[src/rtl/gpi_conditioner.sv]
`default_nettype none
// ============================================================================
// Module   : gpi_conditioner
// Purpose  : Synchronise, debounce and edge-detect raw board pins; sticky
//            software-clearable rise/fall flags with a level interrupt.
// Revision : 1.0  initial release
// ============================================================================
module gpi_conditioner #(
  parameter int WIDTH    = 32,
  parameter int TICK_DIV = 1000,
  parameter int STABLE_N = 4
) (
  input  logic             clk,
  input  logic             rst,
  input  logic [WIDTH-1:0] pin_in,
  input  logic             clr_we,
  input  logic [WIDTH-1:0] clr_mask,
  output logic [WIDTH-1:0] gpi_q,
  output logic [WIDTH-1:0] rise,
  output logic [WIDTH-1:0] fall,
  output logic             irq
);

  localparam int                 c_CNT_W   = (TICK_DIV > 1) ? $clog2(TICK_DIV) : 1;
  localparam logic [c_CNT_W-1:0] c_CNT_MAX = c_CNT_W'(TICK_DIV - 1);

  logic [WIDTH-1:0]                r_s1;
  logic [WIDTH-1:0]                r_s2;
  logic [c_CNT_W-1:0]              r_cnt;
  logic [WIDTH-1:0][STABLE_N-2:0]  r_hist;
  logic [WIDTH-1:0]                r_q;
  logic [WIDTH-1:0]                r_rise;
  logic [WIDTH-1:0]                r_fall;

  logic                            w_tick;
  logic [WIDTH-1:0][STABLE_N-1:0]  w_nh;
  logic [WIDTH-1:0]                w_all1;
  logic [WIDTH-1:0]                w_all0;
  logic [WIDTH-1:0]                w_set_rise;
  logic [WIDTH-1:0]                w_set_fall;
  logic [WIDTH-1:0]                w_clr;

  // Two-flop synchroniser; only r_s2 is safe to use downstream.
  always_ff @(posedge clk or negedge rst) begin
    if (!rst) begin
      r_s1 <= '0;
      r_s2 <= '0;
    end else begin
      r_s1 <= pin_in;
      r_s2 <= r_s1;
    end
  end

  always_ff @(posedge clk or negedge rst) begin
    if (!rst) begin
      r_cnt <= '0;
    end else if (w_tick) begin
      r_cnt <= '0;
    end else begin
      r_cnt <= r_cnt + c_CNT_W'(1);
    end
  end

  assign w_tick = (r_cnt == c_CNT_MAX);

  // Candidate history includes the current sample, so a level is accepted on
  // the same tick that completes STABLE_N equal samples.
  always_comb begin
    w_nh   = '0;
    w_all1 = '0;
    w_all0 = '0;
    for (int b = 0; b < WIDTH; b++) begin
      w_nh[b]   = {r_hist[b], r_s2[b]};
      w_all1[b] = &w_nh[b];
      w_all0[b] = ~|w_nh[b];
    end
  end

  assign w_set_rise = {WIDTH{w_tick}} & w_all1 & ~r_q;
  assign w_set_fall = {WIDTH{w_tick}} & w_all0 &  r_q;
  assign w_clr      = {WIDTH{clr_we}} & clr_mask;

  always_ff @(posedge clk or negedge rst) begin
    if (!rst) begin
      r_hist <= '0;
    end else if (w_tick) begin
      for (int b = 0; b < WIDTH; b++) begin
        r_hist[b] <= w_nh[b][STABLE_N-2:0];
      end
    end
  end

  // A new event on the same edge as a clear takes priority over the clear.
  always_ff @(posedge clk or negedge rst) begin
    if (!rst) begin
      r_q    <= '0;
      r_rise <= '0;
      r_fall <= '0;
    end else begin
      r_q    <= (r_q | w_set_rise) & ~w_set_fall;
      r_rise <= w_set_rise | (r_rise & ~w_clr);
      r_fall <= w_set_fall | (r_fall & ~w_clr);
    end
  end

  assign gpi_q = r_q;
  assign rise  = r_rise;
  assign fall  = r_fall;
  assign irq   = |(r_rise | r_fall);

endmodule
`default_nettype wire

[config.mk]
export PLATFORM = sky130hd
export DESIGN_NAME = gpi_conditioner
export DESIGN_NICKNAME = d
export VERILOG_FILES = /design/src/rtl/gpi_conditioner.sv
export SDC_FILE = /design/constraint.sdc
export NUM_CORES = 1
export LEC_CHECK = 0
export CAP_MARGIN = 0
export CORE_MARGIN = 1.5
export CORE_UTILIZATION = 25
export CTS_BUF_LIST = sky130_fd_sc_hd__clkbuf_8
export DETAILED_ROUTE_END_ITERATION = 12
export PLACE_DENSITY = 0.42
export SYNTH_ARGS = -nofsm -noshare
export SYNTH_HDL_FRONTEND = slang
export SYNTH_SLANG_ARGS = --single-unit
[constraint.sdc]
create_clock -name clk -period 2.37 [get_ports clk]
set_clock_uncertainty 0.1 [all_clocks]
set_input_delay 0.3555 -clock clk [delete_from_list [all_inputs] [get_ports clk]]
set_output_delay 0.3555 -clock clk [all_outputs]
set_load 0.02 [all_outputs]
==> flow_metrics.env, run 1 <==
export IMPL_yosysSeqAreaShare=0.657
export IMPL_crit_required_ps=1910
export IMPL_pwr_share_comb=0.031
export IMPL_wl_um=30300
export IMPL_start_util=0.254
export IMPL_arrival_ps=2290
export IMPL_p_total_uw=9640
export IMPL_tightestPinTransition_ps=729
export IMPL_synth_distinct_cells=33
export IMPL_tritoncts="built"
export IMPL_via_per_inst=4.60
export IMPL_core_area_um2=39800
export IMPL_synth_top_area_frac=0.657
export IMPL_synthTopCellsByArea="dfrtp_1 (66%), mux2_2 (7.4%), nor4_1 (4.8%)"
export IMPL_dieArea_um2=41700
export IMPL_syn_to_final_growth_pct=40.8
export IMPL_ys_flop_type="dfrtp_1"
export IMPL_r2r_slack_ps=170
export IMPL_grt_pass1_wl_um=46500
export IMPL_critPathMaxFanout=2
export IMPL_p_int_uw=7490
export IMPL_violations="setup timing"
export IMPL_finalCritPeriodShare=1.16
export IMPL_firstDrtPassIters=4
export IMPL_r2r_end="rise[18]"
export IMPL_grt_setup_unrepaired="yes"
export IMPL_clock_sinks=266
export IMPL_insertedDiodeCount=0
export IMPL_yosys_register_bits=266
export IMPL_clkPwrFrac=0.489
export IMPL_p_sw_uw=2150
export IMPL_finalMaxSlewViolations=0
export IMPL_dieHeight_um=204
export IMPL_min_from="pin_in[10]"
export IMPL_worst_hold_slack_ps=95.6
export IMPL_slowest_delay_ps=530
export IMPL_async_flop_share=1.00
export IMPL_synth_edff_count=0
export IMPL_rr_startpoint="r_cnt[0]"
export IMPL_ir_drop_uv=402
export IMPL_grt_pass1_vias=7547
export IMPL_yosys_area_top_type="dfrtp_1"
export IMPL_vias=7162
export IMPL_syn_inst=718
export IMPL_syn_nets=786
export IMPL_syn_area_um2=10100
export IMPL_setup_slack_ps=-378
export IMPL_globalplace_congestion=0.743
export IMPL_hold_viol=0
export IMPL_antenna_found_initial=0
export IMPL_core_rowCount=73
export IMPL_r2r_cells=6
export IMPL_final_nets=1067
export IMPL_start_kind="register"
export IMPL_crit_chain="nor4_2, buf_4, nand4_1, or4_4, buf_6"
export IMPL_drc=0
export IMPL_cts_buffer_depth=3
export IMPL_crit_slowest_cell="or4_4"
export IMPL_htree_num_levels=2
export IMPL_place_hpwl_um=20900
export IMPL_port_buffers=163
export IMPL_cap_violations=0
export IMPL_pin_count=164
export IMPL_fmaxAchievable_mhz=364
export IMPL_period_minus_slack_ps=2750
export IMPL_final_antenna_net_count=0
export IMPL_insertion_delay_ps=600
export IMPL_whs_path_depth=1
export IMPL_post_cts_buffers=0
export IMPL_slew_headroom=0.510
export IMPL_cts_root_buf="clkbuf_8"
export IMPL_setup_viol=1
export IMPL_power_density_nw_per_um2=676
export IMPL_min_to="r_s1[10]"
export IMPL_initialDrtViolationCount=382
export IMPL_grt_overflow_total=0
export IMPL_fp_dieW_um=204
export IMPL_syn_avg_cell_area_um2=14.1
export IMPL_yosys_warnings=0
export IMPL_track_usage=0.148
export IMPL_power_leakage_uw=0.00648
export IMPL_end_kind="output port"
export IMPL_cts_buffers=49
export IMPL_hold_path_class="in -> reg"
export IMPL_path_clk_slew_ps=70
export IMPL_drive_above_1_share=0.284
export IMPL_critical_path_class="reg -> out"
export IMPL_share_seq_of_total_power=0.481
export IMPL_wire_per_inst_um=19.4
export IMPL_grt_max_degree=64
export IMPL_p_sw_frac=0.223
export IMPL_status="finished with violations"
layer usage:
layer,global-route usage,vias up,share of wire
met3,0.0282,47,0.042
li1,-,3332,-
met2,0.231,154,0.47
met5,0,-,0
met4,0.0559,0,0.024
met1,0.202,3629,0.46
area by class of cell:
| type | instances | area (um2) |
|---|---|---|
| inverters | 5 | 18.8 |
| well taps | 525 | 657 |
| flip-flops and latches | 266 | 6660 |
| clock buffers | 68 | 936 |
| multi-input cells | 411 | 3340 |
| fillers | 3966 | 25600 |
| repair buffers | 266 | 2520 |
| clock inverters | 17 | 134 |
worst max-delay path, delay by kind of cell, from the launching register on:
kind / cells / cell delay [ps]
DFF: 1 / 390
and+or+nand+nor: 3 / 980
buffers and inverters: 2 / 320
worst max-delay path by stage:
stage / from / endpoint / slack [ps] / cells after the start
2_1_floorplan: r_cnt[0] / r_hist[27] / 380 / 6
3_3_place_gp: rise[23] / irq / -340 / 4
3_5_place_dp: rise[23] / irq / -350 / 4
4_1_cts: rise[18] / irq / -470 / 4
5_1_grt: rise[23] / irq / -460 / 4
6_report: rise[10] / irq / -380 / 5
synth_stat cells (2+ instances only):
library cell / instances
o31ai_1: 30
nor4_1: 78
buf_6: 4
or4_1: 4
buf_4: 2
dfrtp_1: 266
clkbuf_1: 13
xor2_1: 2
nand4_1: 38
o311ai_0: 2
a2bb2oi_1: 30
or3_1: 3
o21ai_0: 3
nor2_1: 4
nand2_1: 70
inv_1: 5
buf_2: 17
a32o_1: 32
a22oi_1: 2
mux2_4: 29
a21oi_1: 2
mux2_2: 67
and2_1: 2
nand3_1: 4
what timing repair did:
item,in CTS,in global routing
pin swaps,4,3
hold buffers,1,0
setup endpoints to repair,1,1
gates cloned,0,0
endpoints found under the hold margin,266,0
gates resized for setup,13,4
flip-flops by register name, summed over array words and instances (netlist names):
name    flops
gpi_q      32
r_s1       32
rise       32
r_s2       32
r_hist     96
r_cnt      10
fall       32
placed cells by master, fill, tap and decap left out, types with 4 or more instances in the layout:
cell type	count
o31ai_1	30
mux2_4	29
nor4_2	8
clkdlybuf4s50_1	160
a2bb2oi_1	30
inv_1	14
clkinv_2	4
nor4_1	69
nand4_1	38
mux2_2	67
nand2_1	70
dfrtp_1	266
buf_12	9
a32o_1	32
buf_4	93
nor2_1	4
clkbuf_8	68
cells by family after synthesis:
kind of cell | count (synthesis) | share of synthesized area
simple gates | 208 | 0.114
fa+ha+maj | 1 | 0.00124
flops | 266 | 0.657
buf+inv | 41 | 0.0210
xor+xnor | 3 | 0.00259
compound gates | 103 | 0.0870
mux | 96 | 0.117
power by group through the flow:
stage | Combinational, uW | Clock (uW) | Sequential, uW
6_report | 295 | 4710 | 4630
5_1_grt | 331 | 5160 | 4640
4_1_cts | 308 | 4920 | 4630
3_5_place_dp | 304 | 0 | 4710
3_3_place_gp | 304 | 0 | 4710
2_1_floorplan | 46.4 | 0 | 4700
stage by stage:
step	TNS, ps	cell area (um2)	setup slack, ps	util	cells
2_1_floorplan	0	10100	383	-	718
3_3_place_gp	-345	13100	-345	0.329	1472
3_5_place_dp	-345	13100	-345	0.329	1472
4_1_cts	-471	14200	-471	0.357	1558
5_1_grt	-459	14300	-459	0.358	1558
6_report	-378	14300	-378	0.358	1558
Note: power is estimated with default switching activity, not from simulation.
==> inputs of run 2 (changes only) <==
--- a/config.mk
+++ b/config.mk
@@ -10,7 +10,7 @@
 export CORE_UTILIZATION = 25
 export CTS_BUF_LIST = sky130_fd_sc_hd__clkbuf_8
 export DETAILED_ROUTE_END_ITERATION = 12
-export PLACE_DENSITY = 0.42
+export PLACE_DENSITY = 0.4
 export SYNTH_ARGS = -nofsm -noshare
 export SYNTH_HDL_FRONTEND = slang
 export SYNTH_SLANG_ARGS = --single-unit
==> run 2 against run 1 <==
  * The run still ends with setup timing left
  * Sequential share of layout area grew 0.70 points
  * Clock power fell by 14%
  * Worst setup slack worse by 19 ps
  * Via count is the same
  * First-iteration DRC count is 9.9% higher
  * Combinational power hardly changed
  * Largest cell class unchanged
  * Largest power group is now registers
==> flow_metrics.env, run 2 (synthesis gave the netlist of run 1 again) <==
export IMPL_insertion_delay_ps=600
export IMPL_critPathBufInv=2
export IMPL_largest_reg_flops=96
export IMPL_final_antenna_net_count=0
export IMPL_crit_slowest_cell="or4_4"
export IMPL_core_area_um2=39800
export IMPL_crit_chain="nor4_2, buf_4, nand4_1, or4_4, buf_6"
export IMPL_wl_um=30300
export IMPL_critPathMaxFanout=2
export IMPL_start_kind="register"
export IMPL_drive_above_1_share=0.264
export IMPL_cts_root_buf="clkbuf_8"
export IMPL_slowest_delay_ps=590
export IMPL_p_total_uw=9000
export IMPL_initialDrtViolationCount=420
export IMPL_layout_commonest_cell="dfrtp_1"
export IMPL_port_buffers=163
export IMPL_via_per_inst=4.63
export IMPL_largest_register="r_hist"
export IMPL_vias=7162
export IMPL_status="finished with violations"
export IMPL_mostFrequentLayoutCells="dfrtp_1 (266), clkdlybuf4s50_1 (160), buf_4 (84), nor4_1 (75), nand2_1 (70)"
export IMPL_cts_buffer_depth=3
export IMPL_wire_per_inst_um=19.5
export IMPL_pin_count=164
export IMPL_fp_dieW_um=204
export IMPL_core_rowCount=73
export IMPL_critPathTopFamily="simple AND/OR/NAND/NOR gates"
export IMPL_post_route_util=0.353
export IMPL_path_clk_slew_ps=60
export IMPL_dpl_cell_area_um2=13100
export IMPL_antenna_found_initial=0
export IMPL_worst_hold_slack_ps=54.4
export IMPL_drc=0
export IMPL_arrival_ps=2310
export IMPL_setup_slack_ps=-398
export IMPL_grt_setup_unrepaired="yes"
export IMPL_ff_latch_area_um2=6660
export IMPL_cts_buffers=48
export IMPL_track_usage=0.148
export IMPL_slew_headroom=0.639
export IMPL_period_minus_slack_ps=2770
export IMPL_dieArea_um2=41700
export IMPL_tightestPinTransition_ps=537
export IMPL_syn_to_final_growth_pct=38.8
export IMPL_crit_required_ps=1910
export IMPL_hold_path_class="in -> async"
export IMPL_globalplace_congestion=0.759
export IMPL_clock_sinks=266
export IMPL_power_leakage_uw=0.00638
export IMPL_tritoncts="built"
export IMPL_setup_tns_ps=-398
export IMPL_start_util=0.254
export IMPL_multi_input_area_um2=3290
export IMPL_finalCritPeriodShare=1.17
export IMPL_critical_path_class="reg -> out"
export IMPL_finalMaxSlewViolations=0
export IMPL_final_nets=1061
export IMPL_violations="setup timing"
export IMPL_power_density_nw_per_um2=640
export IMPL_finalInstanceArea_um2=14100
export IMPL_ir_drop_uv=286
export IMPL_cap_violations=0
export IMPL_grt_pass1_vias=7459
export IMPL_post_cts_buffers=0
export IMPL_fmaxAchievable_mhz=361
export IMPL_place_hpwl_um=21000
export IMPL_fillers=4022
export IMPL_setup_viol=1
export IMPL_grt_overflow_total=0
export IMPL_grt_pass1_wl_um=46100
export IMPL_end_kind="output port"
export IMPL_firstDrtPassIters=5
export IMPL_dieHeight_um=204
export IMPL_htree_num_levels=2
export IMPL_grt_max_degree=73
export IMPL_hold_viol=0
export IMPL_insertedDiodeCount=0
==> run 2: cell types whose count changed in the layout (fill, tap and decap cells not counted), sizes merged <==
cell,change
clkbuf,-10
buf,-5
inv,+5
bufinv,-2
clkinvlp,+2
==> run 2: final timing paths <==
path | startpoint | end | slack [ps] | cells after the start
max | rise[18] | irq | -400 | 5
min | rst | r_s1[12] | 50 | 2
max reg2reg | r_cnt[0] | rise[4] | 170 | 6
min reg2reg | r_s1[6] | r_s2[6] | 240 | 0
max in group asynchronous | rst | fall[27] | 1500 | 3
min in group clk | pin_in[9] | r_s1[9] | 100 | 1
==> run 2: layer usage <==
metal  track usage  wire length, um  vias to the layer above
met4        0.0512              743                        0
met1         0.198            13800                     3615
met2         0.233            14200                      170
met3        0.0354             1560                       57
li1              -                -                     3320
met5             0                0                        -
==> run 2: final cells by class <==
class / count / area share
multi-input cells: 411 / 0.234
flip-flops and latches: 266 / 0.474
clock buffers: 58 / 0.0568
repair buffers: 261 / 0.180
inverters: 5 / 0.00134
clock inverters: 22 / 0.00677
well taps: 525 / 0.0467
==> run 2: report_power, final <==
group	internal [uW]	switching [uW]
clock	2190	1880
combinational	131	163
sequential	4600	32.6
total	6920	2080
==> run 2: stage by stage <==
| step | setup WS (ps) | instances |
|---|---|---|
| 3_5_place_dp | -327 | 1467 |
| 3_3_place_gp | -411 | 1467 |
| 6_report | -398 | 1548 |
| 5_1_grt | -556 | 1548 |
| 2_1_floorplan | 383 | 718 |
| 4_1_cts | -545 | 1548 |
==> run 2: repair_timing <==
| action | 4_1_cts | 5_1_grt |
|---|---|---|
| hold endpoints to repair | 266 | 0 |
| hold buffers | 1 | 0 |
| endpoints found under the setup margin | 1 | 1 |
| pin swaps | 3 | 0 |
| resized for setup | 9 | 1 |
==> inputs of run 3 (changes only) <==
--- a/config.mk
+++ b/config.mk
@@ -7,10 +7,10 @@
 export LEC_CHECK = 0
 export CAP_MARGIN = 0
 export CORE_MARGIN = 1.5
-export CORE_UTILIZATION = 25
+export CORE_UTILIZATION = 55
 export CTS_BUF_LIST = sky130_fd_sc_hd__clkbuf_8
 export DETAILED_ROUTE_END_ITERATION = 12
-export PLACE_DENSITY = 0.4
+export PLACE_DENSITY = 0.79
 export SYNTH_ARGS = -nofsm -noshare
 export SYNTH_HDL_FRONTEND = slang
 export SYNTH_SLANG_ARGS = --single-unit
==> run 3 against run 2 <==
  * The run still ends with setup timing left
  * Sequential cell count stayed put
  * Worst hold slack better by 99 ps
  * Sequential share of layout area rose by 1.8 points
  * Combinational power decreased by 4%
  * Largest power group unchanged
  * Highest routed layer unchanged
==> flow_metrics.env, run 3 (synthesis gave the netlist of run 1 again) <==
export IMPL_power_leakage_uw=0.00630
export IMPL_end_kind="output port"
export IMPL_insertion_delay_ps=540
export IMPL_port_buffers=163
export IMPL_hold_viol=0
export IMPL_path_clk_slew_ps=70
export IMPL_htree_num_levels=2
export IMPL_setup_viol=1
export IMPL_p_sw_frac=0.218
export IMPL_slowest_delay_ps=540
export IMPL_p_int_uw=6890
export IMPL_finalCritPeriodShare=1.12
export IMPL_wire_per_inst_um=20.8
export IMPL_firstDrtPassIters=5
export IMPL_fillers=1148
export IMPL_period_minus_slack_ps=2650
export IMPL_syn_to_final_growth_pct=33.8
export IMPL_clkPwrFrac=0.443
export IMPL_start_kind="register"
export IMPL_via_per_inst=6.00
export IMPL_setup_slack_ps=-279
export IMPL_cts_buffer_depth=3
export IMPL_core_area_um2=18000
export IMPL_drive_above_1_share=0.256
export IMPL_largest_register="r_hist"
export IMPL_share_seq_of_total_power=0.525
export IMPL_antenna_found_initial=0
export IMPL_drc=0
export IMPL_pin_count=164
export IMPL_globalplace_congestion=0.879
export IMPL_fp_dieW_um=139
export IMPL_fmaxAchievable_mhz=377
export IMPL_vias=7409
export IMPL_status="finished with violations"
export IMPL_start_util=0.562
export IMPL_grt_overflow_total=0
export IMPL_slew_headroom=0.618
export IMPL_p_total_uw=8810
export IMPL_critPathMaxFanout=2
export IMPL_dieHeight_um=139
export IMPL_grt_pass1_vias=7808
export IMPL_cap_violations=0
export IMPL_grt_setup_unrepaired="yes"
export IMPL_grt_max_degree=70
export IMPL_tritoncts="built"
export IMPL_core_rowCount=49
export IMPL_crit_chain="nor4_2, buf_4, nand4_1, or4_4, buf_6"
export IMPL_hold_path_class="in -> reg"
export IMPL_arrival_ps=2190
export IMPL_post_route_util=0.752
export IMPL_pwr_share_comb=0.032
export IMPL_mostFrequentLayoutCells="dfrtp_1 (266), clkdlybuf4s50_1 (161), buf_4 (72), nor4_1 (71), nand2_1 (70)"
export IMPL_crit_required_ps=1910
export IMPL_wl_um=25600
export IMPL_final_nets=1041
export IMPL_crit_slowest_cell="or4_4"
export IMPL_grt_pass1_wl_um=41700
export IMPL_finalMaxSlewViolations=0
export IMPL_cts_buffers=43
export IMPL_insertedDiodeCount=0
export IMPL_layout_commonest_cell="dfrtp_1"
export IMPL_initialDrtViolationCount=474
export IMPL_ir_drop_uv=737
export IMPL_worst_hold_slack_ps=153
export IMPL_cts_root_buf="clkbuf_8"
export IMPL_largest_reg_flops=96
export IMPL_dieArea_um2=19200
export IMPL_place_hpwl_um=17500
export IMPL_final_antenna_net_count=0
export IMPL_p_sw_uw=1920
export IMPL_track_usage=0.271
export IMPL_critical_path_class="reg -> out"
export IMPL_violations="setup timing"
export IMPL_power_density_nw_per_um2=650
export IMPL_clock_sinks=266
export IMPL_tightestPinTransition_ps=568
export IMPL_setup_tns_ps=-279
## run 3: cell count changes in the layout (fill, tap and decap cells not counted), sizes merged
cell | previous run | this run
buf | 100 | 84
bufinv | 0 | 1
clkbuf | 58 | 54
clkdlybuf4s50 | 160 | 161
clkinv | 4 | 6
clkinvlp | 2 | 1
## run 3: per-layer routing
metal  global-route usage  vias up  wire (um)
met1                0.364     3775      10700
li1                     -     3280          -
met4                0.116        0        915
met5                    0        -          0
met2                0.439      280      12700
met3               0.0528       74       1380
## run 3: metrics by stage
stage	instance area (um2)	setup WS [ps]	instances
2_1_floorplan	10100	383	718
3_3_place_gp	12600	-251	1155
3_5_place_dp	12600	-221	1155
4_1_cts	13500	-291	1235
5_1_grt	13600	-377	1235
6_report	13600	-279	1235
## run 3: final timing paths
| check | slack, ps | end | depth (start not counted) | startpoint |
|---|---|---|---|---|
| min | 150 | r_s1[22] | 1 | pin_in[22] |
| max reg2reg | 60 | rise[19] | 4 | r_cnt[0] |
| max | -280 | irq | 5 | rise[4] |
| min reg2reg | 240 | r_s2[26] | 0 | r_s1[26] |
| max in group asynchronous | 1260 | r_s1[19] | 3 | rst |
| min in group asynchronous | 230 | r_s1[28] | 2 | rst |
## run 3: power by group through the flow
| stage | combinational [uW] | sequential [uW] | clock [uW] |
|---|---|---|---|
| floorplan | 46.4 | 4700 | 0 |
| global placement | 278 | 4710 | 0 |
| detailed placement | 285 | 4710 | 0 |
| CTS | 288 | 4630 | 3980 |
| global route | 313 | 4630 | 4210 |
| finish | 282 | 4630 | 3900 |
## run 3: area by class of cell
class	instances	area (um2)	share of cell area
Tap cell	229	287	0.0211
Sequential cell	266	6660	0.491
Inverter	5	18.8	0.00139
Clock buffer	54	743	0.0548
Timing Repair Buffer	246	2390	0.176
Clock inverter	24	133	0.00979
Multi-Input combinational cell	411	3320	0.245
## run 3: what timing repair did
item | in CTS | in global routing
gates resized for setup | 13 | 2
endpoints found under the setup margin | 1 | 2
hold buffers | 1 | 0
endpoints found under the hold margin | 46 | 0
pin swaps | 5 | 1
buffers inserted | 1 | 0
## run 3: critical path: cells and delay by family, from the launching register on
kind | cells | cell delay [ps]
simple gates | 3 | 960
buf+inv | 2 | 320
flops | 1 | 390
